**src/rtl/load_writeback_mips32.sv**
```systemverilog
// Load writeback for the MIPS32 register file: in-order load queue, byte alignment/extension,
// ALU write merge and pending-load hazard query. Define LWLR_EN to support LWL/LWR.
module load_writeback_mips32 #(
  parameter int unsigned DATA_WIDTH = 32,
  parameter int unsigned ADDR_WIDTH = 5,
  parameter int unsigned DEPTH      = 2
) (
  input  logic                  clk,
  input  logic                  rst,
  input  logic                  issue_valid,
  output logic                  issue_ready,
  input  logic [2:0]            issue_op,
  input  logic [ADDR_WIDTH-1:0] issue_rd,
  input  logic [1:0]            issue_addr_lo,
  input  logic                  mem_rvalid,
  input  logic [DATA_WIDTH-1:0] mem_rdata,
  input  logic                  alu_valid,
  output logic                  alu_ready,
  input  logic [ADDR_WIDTH-1:0] alu_rd,
  input  logic [DATA_WIDTH-1:0] alu_result,
  input  logic [ADDR_WIDTH-1:0] query_addr,
  output logic                  query_busy,
  output logic [ADDR_WIDTH-1:0] Rd_addr,
  output logic [DATA_WIDTH-1:0] Rd_in,
  output logic [3:0]            Rd_Byte_w_en,
  output logic                  err
);

  localparam int unsigned PtrW = (DEPTH > 1) ? $clog2(DEPTH) : 1;

  typedef struct packed {
    logic [2:0]            op;
    logic [ADDR_WIDTH-1:0] rd;
    logic [1:0]            lo;
  } entry_t;

  entry_t                mem_q [DEPTH];
  logic [DEPTH-1:0]      valid_q;
  logic [PtrW-1:0]       wr_ptr_q, rd_ptr_q;
  logic [ADDR_WIDTH-1:0] rd_addr_q, rd_addr_d;
  logic [DATA_WIDTH-1:0] rd_in_q, rd_in_d;
  logic [3:0]            en_q, en_d;
  logic                  err_q, err_d;

  logic                  full, empty, push, pop;
  entry_t                head;
  logic [7:0]            byte_v;
  logic [15:0]           half_v;

  assign full        = &valid_q;
  assign empty       = ~|valid_q;
  assign issue_ready = ~full;
  assign alu_ready   = ~mem_rvalid;
  assign push        = issue_valid && issue_ready;
  assign pop         = mem_rvalid && !empty;

  assign head   = mem_q[rd_ptr_q];
  assign byte_v = mem_rdata[{head.lo, 3'b000} +: 8];
  assign half_v = head.lo[1] ? mem_rdata[31:16] : mem_rdata[15:0];

  always_comb begin
    rd_addr_d = '0;
    rd_in_d   = '0;
    en_d      = 4'b1111;
    err_d     = err_q;
    if (mem_rvalid) begin
      if (empty) begin
        err_d = 1'b1;
      end else begin
        rd_addr_d = head.rd;
        en_d      = 4'b0000;
        unique case (head.op)
          3'b000: rd_in_d = {{(DATA_WIDTH-8){byte_v[7]}}, byte_v};
          3'b100: rd_in_d = {{(DATA_WIDTH-8){1'b0}}, byte_v};
          3'b001: rd_in_d = {{(DATA_WIDTH-16){half_v[15]}}, half_v};
          3'b101: rd_in_d = {{(DATA_WIDTH-16){1'b0}}, half_v};
          3'b011: rd_in_d = mem_rdata;
`ifdef LWLR_EN
          // LWL fills from the top byte down; LWR fills from the bottom byte up.
          3'b010: begin
            rd_in_d = mem_rdata << {~head.lo, 3'b000};
            en_d    = 4'b0111 >> head.lo;
          end
          3'b110: begin
            rd_in_d = mem_rdata >> {head.lo, 3'b000};
            en_d    = 4'b1110 << ~head.lo;
          end
`endif
          default: begin
            rd_addr_d = '0;
            en_d      = 4'b1111;
            err_d     = 1'b1;
          end
        endcase
      end
    end else if (alu_valid) begin
      rd_addr_d = alu_rd;
      rd_in_d   = alu_result;
      en_d      = 4'b0000;
    end
  end

  always_ff @(posedge clk) begin
    if (rst) begin
      valid_q   <= '0;
      wr_ptr_q  <= '0;
      rd_ptr_q  <= '0;
      rd_addr_q <= '0;
      rd_in_q   <= '0;
      en_q      <= 4'b1111;
      err_q     <= 1'b0;
    end else begin
      if (push) begin
        mem_q[wr_ptr_q]   <= '{op: issue_op, rd: issue_rd, lo: issue_addr_lo};
        valid_q[wr_ptr_q] <= 1'b1;
        wr_ptr_q          <= wr_ptr_q + 1'b1;
      end
      if (pop) begin
        valid_q[rd_ptr_q] <= 1'b0;
        rd_ptr_q          <= rd_ptr_q + 1'b1;
      end
      rd_addr_q <= rd_addr_d;
      rd_in_q   <= rd_in_d;
      en_q      <= en_d;
      err_q     <= err_d;
    end
  end

  always_comb begin
    query_busy = 1'b0;
    for (int i = 0; i < DEPTH; i++) begin
      if (valid_q[i] && mem_q[i].rd == query_addr) query_busy = 1'b1;
    end
    if (query_addr == '0) query_busy = 1'b0;
  end

  assign Rd_addr      = rd_addr_q;
  assign Rd_in        = rd_in_q;
  assign Rd_Byte_w_en = en_q;
  assign err          = err_q;

endmodule

```
**config.mk**
```make
export PLATFORM = sky130hd
export DESIGN_NAME = load_writeback_mips32
export DESIGN_NICKNAME = d
export VERILOG_FILES = /design/src/rtl/load_writeback_mips32.sv
export SDC_FILE = /design/constraint.sdc
export NUM_CORES = 1
export LEC_CHECK = 0
export BUFFER_PORTS_ARGS = -buffer_cell sky130_fd_sc_hd__buf_2
export CAP_MARGIN = 40
export CORE_ASPECT_RATIO = 1.2
export CORE_MARGIN = 10
export CORE_UTILIZATION = 47
export DETAILED_ROUTE_END_ITERATION = 8
export PLACE_DENSITY = 0.86
export SLEW_MARGIN = 20
export SYNTH_ARGS = -nofsm -noshare
export SYNTH_HDL_FRONTEND = slang
export SYNTH_SLANG_ARGS = --single-unit
```
**constraint.sdc**
```tcl
create_clock -name clk -period 2.3 [get_ports clk]
set_input_delay 0.46 -clock clk [delete_from_list [all_inputs] [get_ports clk]]
set_output_delay 0.46 -clock clk [all_outputs]
set_load 0.02 [all_outputs]
```
## Word-level counts from Yosys, hierarchy flattened

Memory sizes are Yosys's and may differ from the RTL's. A register that Yosys moved wholly into a read port is not among the register bits.
Cells that the tools add are included.

| cells by class | value |
|---|---|
| multiplexer cells | 30 |
| bitwise logic cells | 5 |
| reductions and logical operators | 12 |
| equality and inequality tests | 7 |
| shifts and indexed selects | 1 |
| add/subtract/negate cells | 2 |
| magnitude comparators | 4 |

Operator list:

| operator | count |
|---|---|
| 32-bit one-hot mux with 5 select lines | 1 |
| 32-bit 2-to-1 mux | 3 |
| 32-bit by 6-bit indexed part select with 8-bit output | 1 |
| 5-bit 2-to-1 mux | 4 |
| 16-bit 2-to-1 mux | 1 |
| 4-bit 2-to-1 mux | 4 |
| 1-bit 2-to-1 mux | 12 |
| 5-bit == test | 2 |
| 3-bit == test (second input constant) | 2 |
| 1-bit logical AND | 6 |
| 2-bit 2-to-1 mux | 3 |
| 5-bit zero test | 1 |
| 5-bit OR reduction | 1 |
| 1-bit by 2-bit < comparator with 1-bit output (second input constant) | 2 |
| 2-bit AND reduction | 2 |
| 3-bit by 1-bit == test with 1-bit output (second input constant) | 1 |
| 3-bit by 2-bit == test with 1-bit output (second input constant) | 1 |
| 3-bit zero test | 1 |
| 1-bit adder (second input constant) | 2 |
| 2-bit bitwise AND | 1 |
| 1-bit demux with 1-bit select | 2 |
| 1-bit >= comparator (second input constant) | 2 |
| 2-bit != test (second input constant) | 1 |
| 1-bit inverter | 2 |
| other kinds (3) | 3 |

| storage, ports and cells | value |
|---|---|
| bits in writable memories | 20 |
| input port bits | 89 |
| output and inout port bits | 45 |
| bits in registers | 46 |
| memories | 1 |

Memory list:

| name | words | bits a word | read ports | clocked after memory_dff | wr ports | line | text |
|---|---|---|---|---|---|---|---|
| mem_q | 2 | 10 | 3 | 1 | 1 | 37 | `entry_t mem_q [DEPTH];` |

## Depth between registers and ports, before layout

Gate-level depths: netlist of the first run.

| logic depth | value |
|---|---|
| depth in word-level cells | 9 |
| mapped depth | 8 |
| gate-level depth less buffers | 5 |

## Worst setup path after synthesis of the first run

No wires, ideal clock.

| timing path | value |
|---|---|
| kind | input -> register |
| from | in rst |
| to | mem mem_q[1][0] in the netlist's numbering (enable) |
| data arrival time | 1634 ps |
| slack | 276 ps |
| buffers on the path | 2 |
| required time | 1910 ps |
| cell stages on the path | 3 |
| library setup time | 390 ps |
| cell sequence | clkbuf_1 -> buf_1 -> nor3_1 |

| between the ends | value |
|---|---|
| word-level cells in the longest chain between the ends | 2 |

Ends and longest elaborated chain:

| item | line | text |
|---|---|---|
| start: declaration | 9 | `input logic rst,` |
| 1-bit 2-to-1 mux | 104 | `if (rst) begin` |
| 1-bit 2-to-1 mux (not written as such) | 114 | `mem_q[wr_ptr_q] <= '{op: issue_op, rd: issue_rd, lo: issue_addr_lo};` |
| end: declaration | 37 |  |

Every way passes these cells.

==> results by group, run 1 <==
Status
  – Status: finished, final reports clean

Layout
  – Most frequent cells in the layout: 133 x buf_2, 44 x dfxtp_1, 27 x nor2_1
  – Fin util: 0.638
  – Share of cells above drive strength 1: 0.415
  – Filler cell count: 488
  – Post-route cell area: between 0.003 and 0.004 mm^2
  – Syn-to-layout area delta: 30.9%
  – Antenna cells: 0
  – Most common cell after layout, fill and taps aside: buf_2
  – Final #Nets: a little under 500

Setup path
  – Startpoint Class: register
  – Reg2Reg Setup Slack: between 200 and 300 ps
  – Crit Path Class: register to output port
  – CP endpoint kind: output port
  – CP required: 1840 ps
  – Critical path arrival: around 1700 ps
  – Reg2reg end: Rd_in[8]
  – Worst R2R Path Depth: 6
  – Worst setup path start: mem_q[1][4]
  – CP max FO: 2

Detailed routing
  – Wire per inst: 19.6 um
  – Drt first-iter violations: 148
  – Vias/cell: 5.70
  – Post-route DRC: 0
  – Drt pass-1 iters: 5
  – Final WL: 9540 um
  – Via count: 2778
  – ANT nets after route: 0

Timing
  – Tightest Pin Transition: 717 ps
  – Final setup fails: 0
  – Max-slew headroom: 0.520
  – Final Skew: between 8 and 9 ps
  – Final period util: 0.936
  – RSZ-0062 raised after global routing: no
  – Highest Clock Rate: between 400 and 500 MHz
  – Total negative slack: 0 ps
  – Final WS setup: 147 ps
  – Fin. Hold Viols: 0
  – Final worst path period need: ~2200 ps
  – Final Max Tran Viols: 0

Yosys
  – Mapped cell area: 0.00297 mm^2
  – Primary FF master, synth: dfxtp_1
  – Net Count, Synth: 350
  – Yosys top cell area share: 0.297
  – Ys async rst share: 0
  – EDFF count, synth: 20
  – Register area share after synthesis: 0.499
  – Warnings, synthesis: 0
  – Top cell type by total area after synthesis: dfxtp_1
  – Syn Area/Cell: 11.4 um^2
  – Number of synthesized register bits: 64
  – Synth Instances: ~260
  – Top post-synthesis cells by area: dfxtp_1 30%, edfxtp_1 20%, a221o_1 7.8%
  – Synth unique cells: 43

Clock network
  – Clock tree buffer depth: 2
  – Post-CTS Setup Inserts: 0
  – CTS clk-pin slew, worst paths: 70 ps
  – CTS HTree Levels: 3
  – CTS tree: done
  – # hold bufs at CTS: 0
  – CTS Buf Count: 9
  – Post-CTS Resized: 0
  – CTS Root Cell: clkbuf_8
  – Clock sink count: 64
  – Worst-Skew Late Latency: 340 ps

Die
  – Num ports: between 100 and 150
  – Row count: 31
  – Initial Utilization: 0.488
  – Die X: a little over 90 um
  – Core footprint: 0.00609 mm^2
  – Full die area: 0.00991 mm^2
  – Die Span Y: ~110 um

Placement
  – DP Area: 0.00372 mm^2
  – Dpl ws: 260 ps
  – Port-buffer cells: 133
  – Post-DP HPWL: 7590 um
  – Routability cong.: 0.867

GRT
  – Largest net degree at the start of global routing: 24
  – Initial antenna violation count: 0
  – First-pass GRT wire length: 14900 um
  – Total Routing Usage GR: 0.188
  – Vias in the first global route: approximately 2.9k
  – GRT overflow: 0

Run
  – Max Cap Viol: 0

Power and ir drop
  – Pwr dens: 658 mW/mm^2
  – Pleak: 1.76 nW
  – Worst vdd ir: 0.434 mV

Hold path
  – HP Start: issue_rd[4]
  – Hold Crit Depth: 1
  – Worst Hold Path EP: mem_q[1][6]
  – Worst hold path class: input pin to register
-- area by class of cell --
cell class | count | area (um^2) | share of cell area
clock buffer | 12 | 145 | 0.0373
clock inverter | 4 | 20.0 | 0.00515
inverter | 5 | 18.8 | 0.00483
multi-input combinational | 174 | 1360 | 0.349
sequential | 64 | 1480 | 0.381
tap | 82 | 103 | 0.0264
timing repair buffer | 146 | 763 | 0.196
-- worst max path at each step --
stage / endpoint / slack (ps) / cells past startpoint
2_1_floorplan: mem_q[1][0] / 280 / 3
3_3_place_gp: Rd_in[13] / 360 / 6
3_5_place_dp: Rd_in[8] / 260 / 6
4_1_cts: query_busy / 160 / 5
5_1_grt: query_busy / 40 / 5
6_report: query_busy / 150 / 5
-- power by group --
group,switching [mW],leakage [nW],internal (mW)
clock network,0.407,0.0899,0.413
registers,0.0326,0.543,1.22
logic,0.267,1.13,0.217
-- worst max-delay path, stage by stage (launching register included) --
cell and delay, ps:
edfxtp_1 430, xor2_1 190, nor4_1 300, nand3_1 120
a21oi_1 140, buf_2 180
-- routing by layer --
layer  GRT usage  vias up  part of all wire
met3      0.0642       22              0.11
met4      0.0773        0             0.026
met1       0.199     1285              0.37
met5           0        -                 0
li1            -     1293                 -
met2       0.333      178              0.49
-- through the flow --
stage | hold slack, ps | std cells | power (mW)
finish | 311 | 487 | 2.56
global route | 305 | 487 | 2.66
CTS | 302 | 487 | 2.56
global placement | 451 | 471 | 1.74
floorplan | 459 | 261 | 1.57
detailed placement | 462 | 471 | 1.76
-- cells by family after synthesis --
logic type             count (synthesis)  synth area share
XOR/XNOR                              12            0.0354
AO/OA/AOI/OAI                         72             0.225
flip-flops                            64             0.499
buffers and inverters                 23            0.0442
multiplexers                          25            0.0914
AND/OR/NAND/NOR                       65             0.105
-- state kept, by name, indices dropped and copies added (netlist names), named ones only --
register / flops
Rd_Byte_w_en: 1
wr_ptr_q: 1
rd_ptr_q: 1
Rd_in: 32
Rd_addr: 5
valid_q: 2
mem_q: 20
err: 1
-- Yosys cell counts (2+ instances only) --
cell	instances
a221oi_1	11
xnor2_1	4
edfxtp_1	20
nor2_1	27
nor4_1	3
dfxtp_1	44
mux2i_1	17
xor2_1	8
clkbuf_1	6
nor3_1	5
a21oi_1	10
nor2b_1	4
a22o_1	7
inv_1	5
mux2_1	7
buf_1	2
a221o_1	23
buf_6	2
nand3_1	2
buf_2	3
nand2_1	15
nand2b_1	5
a222oi_1	7
buf_4	4
o22a_1	2
(Power assumes the default switching activity.)
==> run 2, diff against run 1 <==
BUFFER_PORTS_ARGS = -buffer_cell sky130_fd_sc_hd__clkbuf_2   (was -buffer_cell sky130_fd_sc_hd__buf_2)
==> results by group, run 2 (synthesized netlist as in run 1, its figures left out) <==
Timing
  – Final period util: 0.913
  – Highest Clock Rate: 476 MHz
  – Total negative slack: 0 ps
  – Final WS setup: 200 ps
  – Tightest Pin Transition: 703 ps
  – RSZ-0062 raised after global routing: no
  – Final setup fails: 0
  – Fin. Hold Viols: 0
  – Fin Hold WS: 311 ps
  – Final Max Tran Viols: 0
  – Max-slew headroom: 0.529
  – Final Skew: between 8 and 9 ps
  – Final worst path period need: roughly 2100 ps

Layout
  – Share of cells above drive strength 1: 0.421
  – Finished Layout Cells: 488
  – Register area: 0.00148 mm^2
  – Area occupied by multi-input gates: 0.00136 mm^2
  – Most common cell after layout, fill and taps aside: clkbuf_2
  – Filler cell count: 482
  – Final #Nets: 490
  – Max FFs per register: 32
  – Syn-to-layout area delta: 33.5%
  – Most frequent cells in the layout: 133 x clkbuf_2, 44 x dfxtp_1, 27 x nor2_1
  – Fin util: 0.651
  – Post-route cell area: 0.00396 mm^2
  – Antenna cells: 0

Hold path
  – HP Start: issue_rd[2]
  – Hold Crit Depth: 1
  – Worst Hold Path EP: mem_q[1][4]
  – Worst hold path class: input pin to register

Die
  – Initial Utilization: 0.488
  – Die Span Y: 107 um
  – Num ports: 134
  – Die X: 92.6 um
  – Row count: 31
  – Full die area: about 0.0099 mm^2
  – Core footprint: 0.00609 mm^2

Setup path
  – Crit Path Class: register to output port
  – CP endpoint kind: output port
  – Critical path arrival: 1640 ps
  – CP max FO: 2
  – Reg2Reg Setup Slack: 260 ps
  – Reg2reg end: Rd_in[13]
  – Startpoint Class: register
  – Worst R2R Path Depth: 6
  – CP required: 1840 ps

Clock network
  – CTS Root Cell: clkbuf_8
  – Worst-Skew Late Latency: 340 ps
  – Clock tree buffer depth: 2
  – CTS Buf Count: 9
  – CTS clk-pin slew, worst paths: around 70 ps
  – Clock sink count: 64
  – Post-CTS Setup Inserts: 0
  – CTS HTree Levels: 3
  – # hold bufs at CTS: 0
  – CTS tree: done
  – Post-CTS Resized: 0

Detailed routing
  – Post-route DRC: 0
  – Wire per inst: 19.1 um
  – Drt pass-1 iters: 6
  – ANT nets after route: 0
  – Via count: 2742
  – Final WL: ~9300 um
  – Drt first-iter violations: between 100 and 150
  – Vias/cell: around 5.6

Power and ir drop
  – Pleak: 1.79 nW
  – Pwr dens: 710 mW/mm^2
  – Worst vdd ir: 0.417 mV
  – Pwr Total: 2.82 mW

Status
  – Status: finished, final reports clean

Placement
  – Port-buffer cells: 133
  – Post-DP HPWL: ~7600 um
  – Dpl ws: around 290 ps
  – Placed cells: 472
  – DP Area: 0.00373 mm^2
  – Routability cong.: 0.896

Run
  – Max Cap Viol: 0

GRT
  – Vias in the first global route: slightly below 3k
  – Routing usage on met3: 0.0754
  – Total Routing Usage GR: 0.184
  – Largest net degree at the start of global routing: 24
  – Met2 Use GR: 0.339
  – GRT overflow: 0
  – Initial antenna violation count: 0
  – Met1 Use GR: 0.182
  – First-pass GRT wire length: roughly 15000 um
  – Grt peak-use layer: met2
-- run 2: cell count changes in the layout (fill, tap and decap cells not counted), sizes merged --
| cell | delta |
|---|---|
| inv | +1 |
| clkbuf | +134 |
| clkinv | -4 |
| bufinv | +1 |
| buf | -132 |
| clkinvlp | +1 |
-- run 2: routing by layer --
layer  up-vias  wire (um)
li1       1297          -
met1      1273       3380
met2       159       4750
met3        13       1100
met4         0        108
met5         -          0
-- run 2: how the worst max path moves through the flow --
| stage | from | endpoint | cells past startpoint |
|---|---|---|---|
| after floorplan | rst | mem_q[1][0] | 3 |
| after global placement | register | Rd_in[13] | 6 |
| after detailed placement | register | Rd_in[13] | 6 |
| after CTS | mem_q[0][2] | query_busy | 5 |
| after global routing | mem_q[0][2] | query_busy | 5 |
| final | mem_q[0][2] | query_busy | 5 |
-- run 2: power by group --
group	switching [mW]	total (mW)	internal, mW	leakage (nW)
clock	0.424	1.08	0.656	0.117
combinational	0.265	0.482	0.217	1.13
sequential	0.0334	1.25	1.22	0.543
-- run 2: cell type report --
type,count,share of cell area
Timing Repair Buffer,147,0.194
Multi-Input combinational cell,174,0.342
Inverter,5,0.00473
Sequential cell,64,0.374
Clock buffer,13,0.0480
Clock inverter,3,0.0110
Tap cell,82,0.0259
-- run 2: worst max-delay path, cell delays in order, from the launching register on --
cell      delay [ps]
edfxtp_1         410
xor2_1           180
nor4_1           270
nand3_1          100
a21oi_1          150
clkbuf_2         190
==> run 3, diff against run 2 <==
PLACE_DENSITY = unset   (was 0.86)
PLACE_DENSITY_LB_ADDON = 0.12   (was unset)
==> results by group, run 3 (synthesized netlist as in run 1, its figures left out) <==
GRT
  – Vias in the first global route: roughly 2.9k
  – Initial antenna violation count: 0
  – Routing usage on met3: 0.0558
  – Grt peak-use layer: met2
  – Met1 Use GR: 0.191
  – First-pass GRT wire length: 14300 um
  – GRT overflow: 0
  – Met2 Use GR: 0.323
  – Total Routing Usage GR: 0.182
  – Largest net degree at the start of global routing: 24

Timing
  – Final WS setup: 170 ps
  – Final setup fails: 0
  – RSZ-0062 raised after global routing: no
  – Total negative slack: 0 ps
  – Final Max Tran Viols: 0
  – Final period util: 0.926
  – Fin. Hold Viols: 0
  – Final Skew: 8.51 ps
  – Tightest Pin Transition: 648 ps
  – Final worst path period need: 2130 ps
  – Highest Clock Rate: 470 MHz
  – Max-slew headroom: 0.566

Setup path
  – Crit Path Class: register to output port
  – CP peak stage delay: ~400 ps
  – CP required: roughly 1800 ps
  – CP endpoint kind: output port
  – CP max FO: 2
  – Crit-path slowest cell: edfxtp_1
  – Startpoint Class: register
  – Worst-path cell chain: xor2_1, nor4_1, nand3_1, a21oi_1, clkbuf_2
  – Critical path arrival: 1670 ps

Layout
  – Antenna cells: 0
  – Share of cells above drive strength 1: 0.412
  – Finished Layout Cells: 485
  – Most common cell after layout, fill and taps aside: clkbuf_2
  – Most frequent cells in the layout: 133 x clkbuf_2, 44 x dfxtp_1, 27 x nor2_1
  – Syn-to-layout area delta: 32.5%
  – Final #Nets: a little under 500
  – Max FFs per register: 32

Power and ir drop
  – Pwr Total: 2.79 mW
  – Switching share of power: 0.251
  – Clock power frac: 0.381
  – Int Power: 2.09 mW
  – NetSw: 0.702 mW
  – Combinational power share: 0.170
  – Worst vdd ir: 0.446 mV
  – Seq pwr share: 0.449
  – Pwr dens: a little over 700 mW/mm^2
  – Pleak: 1.77 nW

Detailed routing
  – Drt pass-1 iters: 7
  – Wire per inst: 19.0 um
  – Drt first-iter violations: 235
  – Vias/cell: about 5.5
  – Via count: 2680
  – Final WL: 9220 um
  – ANT nets after route: 0
  – Post-route DRC: 0

Clock network
  – CTS HTree Levels: 3
  – Clock sink count: 64
  – CTS tree: done
  – CTS Root Cell: clkbuf_8
  – Post-CTS Resized: 0
  – CTS Buf Count: 9
  – CTS clk-pin slew, worst paths: 60 ps
  – Clock tree buffer depth: 2
  – Worst-Skew Late Latency: 340 ps

Die
  – Initial Utilization: 0.488
  – Full die area: 0.00991 mm^2
  – Row count: 31
  – Core footprint: 0.00609 mm^2
  – Num ports: 134
  – Die Span Y: about 110 um
  – Die X: 92.6 um

Placement
  – Post-DP HPWL: 7330 um
  – Routability cong.: 0.907
  – Placed cells: 469
  – Port-buffer cells: 133
  – Dpl ws: 259 ps

Run
  – Max Cap Viol: 0

Status
  – Status: finished, final reports clean

Hold path
  – Worst hold path class: input pin to register
==> run 3: cell count changes in the layout (fill, tap and decap cells not counted), sizes merged <==
cell      delta
buf          -3
inv          -1
clkbuf       +2
clkinvlp     -1
==> run 3: critical path, delay by kind of cell (launching register included) <==
kind / cells / cell delay (ps)
AND/OR/NAND/NOR: 2 / 420
flip-flops: 1 / 400
buffers and inverters: 1 / 190
XOR/XNOR: 1 / 180
AO/OA/AOI/OAI: 1 / 150
==> run 3: what timing repair did <==
item,4_1_cts,5_1_grt
endpoints found under the setup margin,0,1
hold buffers,0,0
buffers inserted,0,0
==> run 3: power groups by stage <==
| stage | clock network (mW) | logic, mW | registers, mW |
|---|---|---|---|
| after global placement | 0 | 0.469 | 1.28 |
| after CTS | 1.08 | 0.480 | 1.25 |
| after detailed placement | 0 | 0.476 | 1.28 |
| after floorplan | 0 | 0.263 | 1.31 |
| after global routing | 1.13 | 0.521 | 1.26 |
| final | 1.06 | 0.476 | 1.25 |
==> run 3: metal layers <==
metal  wire [um]  vias up
met5           0        -
li1            -     1287
met2        4680      123
met1        3490     1249
met3         792       21
met4         254        0
==> run 3: cell type report <==
type / count / area [um^2]
inverters: 5 / 18.8
clock buffers: 15 / 198
multi-input cells: 174 / 1360
fillers: 517 / 2150
well taps: 82 / 103
clock inverters: 1 / 30.0
flip-flops and latches: 64 / 1480
repair buffers: 144 / 748
==> run 3: through the flow <==
step                cell area [um^2]  hold WS (ps)  utilization
finish                          3940           311        0.646
global route                    3940           307        0.646
floorplan                       2970           459            -
CTS                             3940           300        0.646
detailed placement              3710           470        0.609
global placement                3710           455        0.609
==> run 3: final timing paths <==
check / cells past startpoint / slack (ps) / from / end
worst max-delay path: 5 / 170 / mem_q[1][4] / query_busy
worst min-delay path: 1 / 310 / issue_rd[2] / mem_q[1][4]
worst max register to register: 6 / 240 / register / Rd_in[13]
worst min register to register: 2 / 490 / err / err
